[config.mk]
export PLATFORM = sky130hd
export DESIGN_NAME = inv_mismatch
export DESIGN_NICKNAME = d
export VERILOG_FILES = /design/src/rtl/inv_sweep_pkg.sv /design/src/rtl/inv_mismatch.sv
export SDC_FILE = /design/constraint.sdc
export NUM_CORES = 1
export LEC_CHECK = 0
export CAP_MARGIN = 20
export CORE_AREA = 2 2 39 41
export DETAILED_ROUTE_END_ITERATION = 16
export DIE_AREA = 0 0 41 43
export DONT_BUFFER_PORTS = 1
export PLACE_DENSITY = 0.32
export RECOVER_POWER = 25
export SLEW_MARGIN = 20
export SYNTH_ARGS = -nofsm -noshare
export SYNTH_HDL_FRONTEND = slang
export SYNTH_SLANG_ARGS = --single-unit
[constraint.sdc]
create_clock -name vclk -period 0.8
set_clock_uncertainty 0.15 [all_clocks]
set_input_delay 0.12 -clock vclk [all_inputs]
set_output_delay 0.12 -clock vclk [all_outputs]
set_load 0.05 [all_outputs]
[src/rtl/inv_sweep_pkg.sv]
// Shared types and constants for the inverter sweep checker.
// No logic, no latency, no flow control.
package inv_sweep_pkg;

    typedef enum logic [1:0] {IDLE, RUN, DONE} state_t;

    localparam int NUM_DUT = 3;
    localparam int ERR_W   = 8;

endpackage

[src/rtl/inv_mismatch.sv]
// Flags each inverter instance whose output differs from ~a (bit0=sv, bit1=v, bit2=vhd).
// Combinational, zero latency; no flow control.
module inv_mismatch
    import inv_sweep_pkg::*;
#(
    parameter int WIDTH = 4
) (
    input  logic [WIDTH-1:0]   a,
    input  logic [WIDTH-1:0]   y_sv,
    input  logic [WIDTH-1:0]   y_v,
    input  logic [WIDTH-1:0]   y_vhd,
    output logic [NUM_DUT-1:0] m
);

    logic [WIDTH-1:0] a_inv;

    assign a_inv = ~a;

    always_comb begin
        m    = '0;
        m[0] = (y_sv  != a_inv);
        m[1] = (y_v   != a_inv);
        m[2] = (y_vhd != a_inv);
    end

endmodule

# Word-level counts from Yosys, hierarchy flattened
# Cells that the tools add are included.
# W data, S select, Z words.
[word_totals]
output_inout_bits = 3
mem_count = 0
input_bits = 16
register_bits = 0
ramBits = 0
latch_bits = 0
romBits = 0
[op_classes]
n_addsub = 0
div = 0
magnitude_cmp = 0
shift = 0
n_mux = 0
eq_ne = 3
bitwise = 1
reduce_logical = 0
n_mul = 0
[ops]
columns = ["op", "count"]
rows = [
  ["$ne A4 B4 Y1", 3],
  ["$not A4 Y4", 1],
]

# Longest topological paths before layout
[logic_depth]
depth_word = 2
ltp_mapped = 2

# Least setup slack after synthesis
# Ideal clock, no wire load.
[synth_timing]
path_kind = "input port to output port"
from = "input port y_sv[2]"
to = "output port m[0]"
slack_ns = -0.212
path_buffers = 0
arrival_ns = 0.742
stages = 2
cell_sequence = "xor2_1 -> nand4_1"
[synth_between]
elab_chain_cells = 1
[synth_rtl]
columns = ["element", "line", "text"]
rows = [
  ["start, declared", "inv_mismatch.sv:9", "input logic [WIDTH-1:0] y_sv,"],
  ["$ne A4 B4 Y1", "inv_mismatch.sv:21", "m[0] = (y_sv != a_inv);"],
  ["end, declared", "inv_mismatch.sv:12", "output logic [NUM_DUT-1:0] m"],
]
# No other way between the ends.

# Worst setup path in the final report
[layout_timing]
from = "input port a[1]"
to = "output port m[0]"
[layout_between]
elab_chain_cells = 2
[layout_rtl]
columns = ["element", "line", "text"]
rows = [
  ["start, declared", "inv_mismatch.sv:8", "input logic [WIDTH-1:0] a,"],
  ["$not A4 Y4", "inv_mismatch.sv:17", "assign a_inv = ~a;"],
  ["$ne A4 B4 Y1", "inv_mismatch.sv:21", ""],
]
# No other way between the ends.

==> reports/metrics.json <==
{
  "pwr": {
    "total_leakage_power_nw": 0.0774,
    "pwr_density_cell_nw_per_um2": 479,
    "max-vdd-ir-drop_mv": 0.121
  },
  "cells_and_area": {
    "sequential_cell_total": 0,
    "num_antenna_cells": 0,
    "area.sequential_sq_um": 0,
    "area.growth.synth_to_final_pct": 73.7,
    "final_nets": 36,
    "postLayoutCoreUtil_pct": 15.6,
    "n_clock_buffer": 0,
    "fraction_of_layout_cells_with_a_size_suffix_above_1_pct": 44.4
  },
  "routing": {
    "routed_via_density": 3.71,
    "ant_nets": 0,
    "drt-pass1-iter-count": 1,
    "dr_total_vias": 126,
    "post_drt_wl_per_cell_microns": 10.2,
    "drt-total-wl_microns": 348,
    "initialDrtViolationCount": 0,
    "route.detailed.drc": 0
  },
  "sta": {
    "finalSetupTns_ns": -0.105,
    "slew_headroom_pct": 91.3,
    "post-route-min-period_ns": 0.838,
    "fmaxAchievable_mhz": 1190,
    "setup_viol": 3,
    "final.period_utilization_pct": 105,
    "worst_slack_ns": -0.0382,
    "hold_viol": 0,
    "max_slew.worst_pin.slew_ns": 0.131,
    "grt_setup_unrepaired": "true",
    "hold_slack_ns": 0.376,
    "report.final.slew_viol_count": 0
  },
  "critical_path": {
    "critical_path.max_fanout": 3,
    "crit_type": "in -> out",
    "crit_path_start_kind": "primary input",
    "critical_path_arrival_ns": 0.57,
    "setup.worst_path.end_class": "output pin",
    "cp_data_required_time_ns": 0.53
  },
  "floorplan": {
    "floorplan.core_area_sq_um": 1380,
    "floorplan.die_area_sq_um": 1760,
    "core_rows": 14,
    "die_height_microns": 43,
    "die-width_microns": 41,
    "floorplan.initialDensity_pct": 8.95,
    "floorplan.io_pins": 19
  },
  "logic_synthesis": {
    "synth_area_per_cell_sq_um": 8.26,
    "ys_top_cells_by_count": "sky130_fd_sc_hd__xor2_1, sky130_fd_sc_hd__nand4_1",
    "synth_compound_gate_area_share_pct": 0,
    "synthAdderAreaFrac_pct": 0,
    "yosysUniqueCellTypes": 2,
    "netlist.top_cell.by_area": "sky130_fd_sc_hd__xor2_1",
    "simple_logic_cell_fraction_of_the_synthesized_area_pct": 15.2,
    "number_of_nets_produced_by_synthesis": 31,
    "yosysTopAreaCellShare_pct": 84.8,
    "yosys.area_share.xor_xnor_pct": 84.8,
    "yosys-top-cells-area": "sky130_fd_sc_hd__xor2_1, sky130_fd_sc_hd__nand4_1",
    "muxShareOfSynthArea_pct": 0,
    "yosysWarningCount": 0,
    "main_combinational_cell_family_by_area_after_synthesis": "XOR/XNOR gates",
    "synthMostInstantiatedCell": "sky130_fd_sc_hd__xor2_1",
    "synth_area_sq_um": 124,
    "synthesis.instances": 15,
    "seq_area_frac_synth_pct": 0
  },
  "worst_hold_path": {
    "min_path_type": "in -> out"
  },
  "global_route": {
    "antenna_violations_before_repair": 0,
    "via_count_of_the_first_global_routing_pass": 162,
    "globalRoute.totalOverflow": 0,
    "grt_usage_pct": 4.40,
    "grt_start_max_net_pins": 4,
    "wire_length_of_the_first_global_routing_pass_microns": 538
  },
  "placement": {
    "dp_slack_ns": -0.0848,
    "port_buffers": 0,
    "gp_routability_congestion": 0.633
  },
  "status": {
    "run_status": "complete, but fails checks",
    "violated_checks": "setup timing"
  },
  "flow_run": {
    "max-cap-violations": 0
  },
  "clock_network": {
    "hold_buffers": 0
  }
}
-- where the power goes --
group          switching, mW  leakage (nW)  internal (mW)
logic                 0.0520        0.0774         0.0512
clock network              0             0              0
registers                  0             0              0
-- per-layer routing --
metal	track usage [%]	routed length, microns
met1	5.40	112
met2	8.13	165
met3	0.524	70
met4	0	0
met5	0	0
-- path summary, 6_finish.rpt --
check | end | from | slack, ns | depth (start not counted)
max | m[0] | a[1] | -0.04 | 3
min | m[1] | a[1] | 0.38 | 3
-- critical path: stages --
cell and delay, ns:
sky130_fd_sc_hd__xor2_1 0.13, sky130_fd_sc_hd__nand4_1 0.13, sky130_fd_sc_hd__buf_6 0.18
-- timing repair --
item | 4_1_cts | 5_1_grt
gates resized for setup | 5 | 3
setup endpoints to repair | 3 | 3
buffers inserted | 0 | 0
gates cloned | 0 | 0
pin swaps | 5 | 3
-- logic make-up after synthesis --
kind of cell and after synthesis:
XOR/XNOR 12, AND/OR/NAND/NOR 3
-- layout by cell type, fill, tap and decap left out --
master,n
sky130_fd_sc_hd__nand4_1,3
sky130_fd_sc_hd__buf_6,3
sky130_fd_sc_hd__xor2_1,7
sky130_fd_sc_hd__xor2_2,5
-- final cells by class --
cell class         count  area [sq um]
multi-input cells     15           161
repair buffers         3          33.8
well taps             16          20.0
fillers              158          1170
-- through the flow --
stage / total power [mW] / instances / instance area [sq um]
5_1_grt: 0.112 / 34 / 215
3_5_place_dp: 0.0918 / 34 / 166
2_1_floorplan: 0.0703 / 15 / 124
6_report: 0.103 / 34 / 215
3_3_place_gp: 0.0891 / 34 / 166
4_1_cts: 0.101 / 34 / 193
(Power assumes the default switching activity.)
